[config.mk]
export PLATFORM = sky130hd
export DESIGN_NAME = ifc_or_sched
export DESIGN_NICKNAME = d
export VERILOG_FILES = /design/src/rtl/ifc_or_sched.sv
export SDC_FILE = /design/constraint.sdc
export NUM_CORES = 1
export LEC_CHECK = 0
export CORE_MARGIN = 1
export CORE_UTILIZATION = 48
export CTS_CLUSTER_DIAMETER = 50
export DETAILED_ROUTE_END_ITERATION = 10
export MAX_ROUTING_LAYER = met4
export PLACE_DENSITY = 0.91
export SETUP_SLACK_MARGIN = 0.3
export SLEW_MARGIN = 5
export SYNTH_ARGS = -nofsm -noshare
export SYNTH_HDL_FRONTEND = slang
export SYNTH_SLANG_ARGS = --single-unit
[constraint.sdc]
create_clock -name CLK -period 2.1 [get_ports CLK]
set_clock_uncertainty 0.05 [all_clocks]
set_input_delay 0.63 -clock CLK [delete_from_list [all_inputs] [get_ports CLK]]
set_output_delay 0.63 -clock CLK [all_outputs]
set_load 0.01 [all_outputs]
[src/rtl/ifc_or_sched.sv]
// Round-robin front end sharing one ifc_or datapath (a/b in, y out) among NREQ requesters.
// One transaction is in flight at a time; a watchdog abandons transactions stuck in ISSUE/COLLECT.
module ifc_or_sched #(
  parameter int NREQ    = 2,
  parameter int DW      = 1,
  parameter int TIMEOUT = 16
) (
  input  logic               CLK,
  input  logic               RST,
  input  logic [NREQ-1:0]    req_en,
  input  logic [NREQ*DW-1:0] req_a_data,
  input  logic [NREQ*DW-1:0] req_b_data,
  output logic [NREQ-1:0]    req_rdy,
  input  logic [NREQ-1:0]    resp_en,
  output logic [NREQ-1:0]    resp_rdy,
  output logic [DW-1:0]      resp_data,
  output logic               a_en,
  output logic [DW-1:0]      a_data,
  input  logic               a_rdy,
  output logic               b_en,
  output logic [DW-1:0]      b_data,
  input  logic               b_rdy,
  output logic               y_en,
  input  logic [DW-1:0]      y_data,
  input  logic               y_rdy,
  output logic               busy,
  output logic               timeout_err,
  output logic [15:0]        txn_count
);
  localparam int PW = (NREQ > 1) ? $clog2(NREQ) : 1;
  localparam int TW = $clog2(TIMEOUT) + 1;
  localparam logic [PW-1:0] LAST  = PW'(NREQ - 1);
  localparam logic [TW-1:0] TLAST = TW'(TIMEOUT - 1);

  typedef enum logic [1:0] {IDLE, ISSUE, COLLECT, RESP} state_t;

  state_t          r_state;
  logic [PW-1:0]   r_ptr;
  logic [PW-1:0]   r_owner;
  logic            r_a_done;
  logic            r_b_done;
  logic [TW-1:0]   r_tcnt;
  logic [DW-1:0]   r_a_op;
  logic [DW-1:0]   r_b_op;
  logic [DW-1:0]   r_resp_data;
  logic [15:0]     r_txn_count;
  logic            r_timeout_err;

  logic w_req_fire, w_a_fire, w_b_fire, w_issue_done, w_y_fire, w_resp_fire;
  logic w_advance, w_timeout;

  // With NREQ=1, LAST is 0 so the pointer never leaves 0.
  function automatic logic [PW-1:0] next_idx(input logic [PW-1:0] x);
    return (x == LAST) ? '0 : x + 1'b1;
  endfunction

  assign w_req_fire   = (r_state == IDLE) && req_en[r_ptr];
  assign w_a_fire     = (r_state == ISSUE) && !r_a_done && a_rdy;
  assign w_b_fire     = (r_state == ISSUE) && !r_b_done && b_rdy;
  assign w_issue_done = (r_a_done || w_a_fire) && (r_b_done || w_b_fire);
  assign w_y_fire     = (r_state == COLLECT) && y_rdy;
  assign w_resp_fire  = (r_state == RESP) && resp_en[r_owner];
  assign w_advance    = ((r_state == ISSUE) && w_issue_done) || w_y_fire;
  // A cycle that completes its phase is never counted as a timeout.
  assign w_timeout    = ((r_state == ISSUE) || (r_state == COLLECT)) &&
                        (r_tcnt == TLAST) && !w_advance;

  assign a_en        = w_a_fire;
  assign b_en        = w_b_fire;
  assign y_en        = w_y_fire;
  assign a_data      = r_a_op;
  assign b_data      = r_b_op;
  assign resp_data   = r_resp_data;
  assign txn_count   = r_txn_count;
  assign timeout_err = r_timeout_err;
  assign busy        = (r_state != IDLE);

  for (genvar gi = 0; gi < NREQ; gi++) begin : g_port
    assign req_rdy[gi]  = (r_state == IDLE) && (r_ptr == PW'(gi));
    assign resp_rdy[gi] = (r_state == RESP) && (r_owner == PW'(gi));
  end

  always_ff @(posedge CLK) begin
    if (RST) begin
      r_state       <= IDLE;
      r_ptr         <= '0;
      r_owner       <= '0;
      r_a_done      <= 1'b0;
      r_b_done      <= 1'b0;
      r_tcnt        <= '0;
      r_a_op        <= '0;
      r_b_op        <= '0;
      r_resp_data   <= '0;
      r_txn_count   <= '0;
      r_timeout_err <= 1'b0;
    end else begin
      r_timeout_err <= w_timeout;
      case (r_state)
        IDLE: begin
          if (w_req_fire) begin
            r_a_op   <= req_a_data[r_ptr*DW +: DW];
            r_b_op   <= req_b_data[r_ptr*DW +: DW];
            r_owner  <= r_ptr;
            r_a_done <= 1'b0;
            r_b_done <= 1'b0;
            r_tcnt   <= '0;
            r_state  <= ISSUE;
          end else begin
            r_ptr <= next_idx(r_ptr);
          end
        end
        ISSUE: begin
          r_tcnt <= r_tcnt + 1'b1;
          if (w_a_fire) r_a_done <= 1'b1;
          if (w_b_fire) r_b_done <= 1'b1;
          if (w_issue_done) begin
            r_state <= COLLECT;
          end else if (w_timeout) begin
            r_ptr   <= next_idx(r_owner);
            r_state <= IDLE;
          end
        end
        COLLECT: begin
          r_tcnt <= r_tcnt + 1'b1;
          if (w_y_fire) begin
            r_resp_data <= y_data;
            r_state     <= RESP;
          end else if (w_timeout) begin
            r_ptr   <= next_idx(r_owner);
            r_state <= IDLE;
          end
        end
        RESP: begin
          if (w_resp_fire) begin
            r_txn_count <= r_txn_count + 16'd1;
            r_ptr       <= next_idx(r_owner);
            r_state     <= IDLE;
          end
        end
        default: r_state <= IDLE;
      endcase
    end
  end
endmodule

; ---- Yosys cells after proc, flatten, opt, wreduce, memory -nomap -nowiden
; Index checks and enable logic that the tools add are counted.
[word_totals]
output_inout_bits = 28
regBits = 31
in_bits = 14
wordCells = 92
[classes]
muxes = 25
order_cmp = 2
shift = 2
bitwise = 2
reduce_logical = 35
eq_ne = 11
n_addsub = 4
[ops]
columns = cell, n
row1 = adder 16 x 1 -> 16 bit (second input constant), 1
row2 = logical AND 1 bit, 15
row3 = 2-to-1 mux 1 bit, 14
row4 = inequality test 2 bit (second input constant), 7
row5 = 2-to-1 mux 2 bit, 5
row6 = one-hot mux 5 bit (2 select lines), 1
row7 = AND reduction 2 bit, 5
row8 = one-hot mux 2 bit (4 select lines), 1
row9 = AND reduction 3 bit, 2
row10 = nonzero test 2 bit, 3
row11 = adder 5 x 1 -> 5 bit (second input constant), 1
row12 = == test 5 x 4 -> 1 bit (second input constant), 1
row13 = 2-to-1 mux 5 bit, 1
row14 = == test 2 bit (second input constant), 2
row15 = logical OR 1 bit, 4
row16 = < comparator 1 x 2 -> 1 bit (second input constant), 2
row17 = one-hot mux 1 bit (2 select lines), 2
row18 = one-hot mux 1 bit (4 select lines), 1
row19 = AND reduction 4 bit, 1
row20 = variable part select 2 x 2 -> 1 bit, 2
row21 = logical NOT 1 bit, 3
row22 = adder 1 bit (second input constant), 2
row23 = == test 2 x 1 -> 1 bit (second input constant), 1
row24 = logical NOT 2 bit, 1
row25 = 2 further kinds, 3

; ---- Longest topological paths before layout
; Gate-level depths: netlist of the first run.
[depth]
ltp_word = 12
ltp_mapped = 7
mapped_depth_nobuf = 7

; ---- Worst setup path after synthesis of the first run
; Ideal clock, no wire load.
[synth_timing]
path_type = register -> register
startpoint = register r_state[0]
endpoint = register r_ptr
setup_ns = 0.074
synth_period_minus_slack_ns = 2.012
arrival_time_ns = 1.888
required_ns = 1.976
n_path_buf = 1
path_stages_with_launch = 8
slack_ns = 0.088
path_cell_list = dfxtp_1 inv_1 ha_1 and2_1 clkbuf_1 or2_2 or4_1 a31oi_1
[synth_between]
word_cells_on_any_way = 29
classes_between = 7 x eq/ne / 4 x mux / 18 x reduce/logical
[synth_rtl]
columns = element, line
row1 = "start, declared", 37  ; state_t r_state;
row2 = "start signal, assigned", 85  ; r_state <= IDLE;
row3 = "start signal, assigned", 107  ; r_state <= ISSUE;
row4 = "start signal, assigned", 117  ; r_state <= COLLECT;
row5 = == test 2 bit (*), 61  ; assign w_y_fire = (r_state == COLLECT) && y_rdy;
row6 = logical AND 1 bit (*), 61
row7 = net y_en, 23  ; output logic y_en,
row8 = logical OR 1 bit, 63  ; assign w_advance = ((r_state == ISSUE) && w_issue_done) || w_y_fire;
row9 = logical NOT 1 bit, 66  ; (r_tcnt == TLAST) && !w_advance;
row10 = logical AND 1 bit, 66
row11 = 2-to-1 mux 1 bit, -
row12 = "2-to-1 mux 1 bit, on equally long branches", -
row13 = one-hot mux 1 bit (4 select lines), 98  ; case (r_state)
row14 = "end signal, assigned", 109  ; r_ptr <= next_idx(r_ptr);
row15 = "end signal, assigned", 119  ; r_ptr <= next_idx(r_owner);
row16 = "end signal, assigned", 129  ; r_ptr <= next_idx(r_owner);
row17 = "end, declared", 38  ; logic [PW-1:0] r_ptr;
; The timed path passes the listed nets; every way through them passes the cells marked *. The select of a mux whose other input is x is not followed.
; A chain may end at the register's enable or synchronous reset.

; ---- Worst setup path after layout of the first run
[layout_timing]
startpoint = input port a_rdy
endpoint = register r_ptr
[layout_between]
elab_chain_cells = 10
word_cells_on_any_way = 13
classes_between = 1 x eq/ne / 4 x mux / 8 x reduce/logical
[layout_lines]
columns = element, line
row1 = "start, declared", 19  ; input logic a_rdy,
row2 = logical AND 1 bit (*), 58  ; assign w_a_fire = (r_state == ISSUE) && !r_a_done && a_rdy;
row3 = logical OR 1 bit (*), 60  ; assign w_issue_done = (r_a_done || w_a_fire) && (r_b_done || w_b_fire);
row4 = logical AND 1 bit (*), 60
row5 = logical AND 1 bit, 63
row6 = logical OR 1 bit, 63
row7 = logical NOT 1 bit, 66
row8 = logical AND 1 bit, 66
row9 = 2-to-1 mux 1 bit, -
row10 = "2-to-1 mux 1 bit, on equally long branches", -
row11 = one-hot mux 1 bit (4 select lines), -
; Every way passes the cells marked *; elsewhere a longest branch is shown, timed or not. The select of a mux whose other input is x is not followed.

==> qor.txt, run 1 <==
status: finished clean
Die ar.: 3620 um2
Pleak: 1.05 nW
Final nets: 285
Layout fillers: 232
antenna cells: 0
row cnt: 20
Yosys cell types: 36
placed cells: 292
per-cell routed wire length: 16.0 um
complex-gate fraction of the synthesized area: 18.0%
Hold Slack: 439 ps
latest clock arrival within the worst-skew pair: 350 ps
initial drt markers: 95
number of max-cap violations: 0
Synthesized Nets: 214
syn avg cell area: 8.47 um2
Synth Area in Simple Gates: 24.2%
final wirelength: 4920 um
Post-DP Area: 2230 um2
final worst setup slack: 74.9 ps
Post-Syn Area: 1630 um2
Setup WS pre-CTS: -384 ps
largest family of logic cells by synthesized area: simple AND/OR/NAND/NOR gates
Vias: 1777
total track usage: 28.3%
Fmax: 494 MHz
TritonRoute pass-1 iters: 4
Seq/Total Area, Yosys: 38.2%
vias in the first global route: 1609
DRC viols: 0
Antenna Nets Post-Route: 0
Die X: 60.2 um
max_slew headroom: 70.2%
Synth Area in Adders: 6.16%
H-tree levels: 2
first-pass GRT wire length: 7220 um
root buf cell: clkbuf_4
peak supply drop: 0.514 mV
Clock Tree Buf Depth: 2
Synth Instances: 192
gpl congestion: 0.904
die span in y: 60.2 um
Core Area: 3130 um2
CTS Buf Count: 5
share of the synthesized area in the top cell type: 38.2%
Synth Warn #: 0
Arr. time, crit path: 2260 ps
fin area: 2430 um2
Final period util: 96.4%
critical path required time: 2330 ps
Synth area leader: dfxtp_1
clock-pin slew on the worst setup and hold paths: 100 ps
Hold Vio Cnt, Final: 0
post-route minimum period: 2030 ps
RSZ-0062 raised after global routing: true
Clock Sinks: 31
Hold Path Class: flip-flop to flip-flop
initial antenna violation count: 0
Detail Placement HPWL: 2940 um
max-slew violation count: 0
crit-path max FO: 4
IO Count: 42
xor/xnor share of the synthesized area: 3.77%
Initial Util: 52.0%
Hold-fix buffers, CTS: 0
mux cell area share after synthesis: 5.54%
Port-buffer cells: 41
synth-to-layout area growth: 49.8%
largest net degree at the start of global routing: 19
total congestion overflow: 0
power density over cell area: 810 nW/um2
Worst-Margin Slew: 434 ps
CP Capture Type: flip-flop
fin cells: 308
Finish-stage setup viols: 0
CTS tree: yes
CP Launch Type: input pin
flops & latches, synth: 31
share of layout cells above drive strength 1: 30.7%
WS Path Type: input pin to flip-flop
post-layout util: 77.8%
vias per cell: 5.77
synth top area cells: dfxtp_1 (38%), ha_1 (6.2%), a21oi_1 (5.5%), nor2_1 (4.2%), xor2_1 (3.8%)
-- worst max-delay path, stage by stage --
cell and delay [ps]:
dlygate4sd2_1 260, buf_4 150, o221a_2 270, or2_4 250, or4_1 500, a31oi_1 190
-- Yosys cell counts --
library cell / number
mux2i_1: 6
o21ai_0: 11
a22oi_1: 2
or4_1: 6
nand4_1: 5
nor2_1: 18
a211oi_1: 2
or3_1: 7
nand3_1: 8
o21bai_1: 1
a31oi_1: 1
nor3_1: 3
mux2_4: 2
a21boi_0: 1
dfxtp_1: 31
and4_1: 1
o221ai_1: 1
a21oi_1: 18
and3_1: 4
xor2_1: 7
buf_6: 1
o31ai_1: 4
nand2_1: 13
nand3_2: 1
nand3b_1: 1
nor2b_1: 2
inv_1: 8
a32oi_1: 2
clkbuf_1: 7
and2_1: 5
o221a_2: 1
a221o_1: 1
a41o_1: 1
or2_2: 1
ha_1: 8
o31a_1: 1
-- flip-flops by register name, indices dropped and copies added, names as in the netlist --
name / count
a_data: 1
r_ptr: 1
timeout_err: 1
r_state: 2
b_data: 1
r_tcnt: 5
r_owner: 1
txn_count: 16
r_b_done: 1
r_a_done: 1
resp_data: 1
-- routing by layer --
| metal | up-vias | track usage [%] | share of wire [%] |
|---|---|---|---|
| li1 | 851 | - | - |
| met1 | 832 | 31.1 | 41 |
| met2 | 73 | 47.4 | 50 |
| met3 | 21 | 5.41 | 5.4 |
| met4 | 0 | 15.9 | 3.9 |
| met5 | - | - | 0 |
-- kinds of logic after synthesis --
kind of cell	count (synthesis)
AOI/OAI and AO/OA	47
buffers and inverters	16
xor gates and xnor gates	7
and+or+nand+nor	75
DFF	31
adders and majority gates	8
muxes	8
-- placed cells by master (no fill, tap or decap), drive strengths merged, types with 7 or more instances in the layout --
master	synthesis	final
nand3	9	9
dfxtp	31	31
xor2	7	7
nand2	13	13
o21ai	11	11
dlygate4sd2	0	27
inv	8	8
or3	7	7
clkbuf	7	7
a21oi	18	18
buf	1	39
nor2	18	18
ha	8	8
-- power breakdown --
group / switching (mW) / internal [mW]
clock: 0.209 / 0.130
sequential: 0.0698 / 0.639
combinational: 0.450 / 0.473
total: 0.729 / 1.24
-- repair_timing --
| item | 4_1_cts | 5_1_grt |
|---|---|---|
| gates resized for setup | 96 | 12 |
| setup buffers | 5 | 3 |
| setup endpoints to repair | 43 | 19 |
| pin swaps | 8 | 7 |
-- final timing paths --
kind	from	to	slack (ps)	depth (start not counted)
max	a_rdy	r_ptr	70	6
min reg2reg	r_tcnt[3]	r_tcnt[3]	440	2
min	r_tcnt[3]	r_tcnt[3]	440	2
max reg2reg	r_ptr	r_ptr	100	5
-- final cells by class --
type,instances,area (um2),share of cell area [%]
clock inverters,1,5.00,0.206
flip-flops and latches,31,636,26.1
clock buffers,7,45.0,1.85
inverters,8,37.5,1.54
well taps,44,55.1,2.26
multi-input cells,145,1040,42.7
repair buffers,72,617,25.3
-- stage by stage --
step	TNS, ps	power, mW
4_1_cts	0	1.83
5_1_grt	-8.72	2.08
2_1_floorplan	0	1.10
3_3_place_gp	-2680	1.39
6_report	0	1.97
3_5_place_dp	-3140	1.41
Note: power is estimated with default switching activity, not from simulation.
==> inputs of run 2 (changes only) <==
--- a/config.mk
+++ b/config.mk
@@ -5,6 +5,7 @@
 export SDC_FILE = /design/constraint.sdc
 export NUM_CORES = 1
 export LEC_CHECK = 0
+export ABC_CLOCK_PERIOD_IN_PS = 2100
 export CORE_MARGIN = 1
 export CORE_UTILIZATION = 48
 export CTS_CLUSTER_DIAMETER = 50
==> results of run 2 <==
Same layout as run 1: the final DEF is identical, and so are final timing and power.
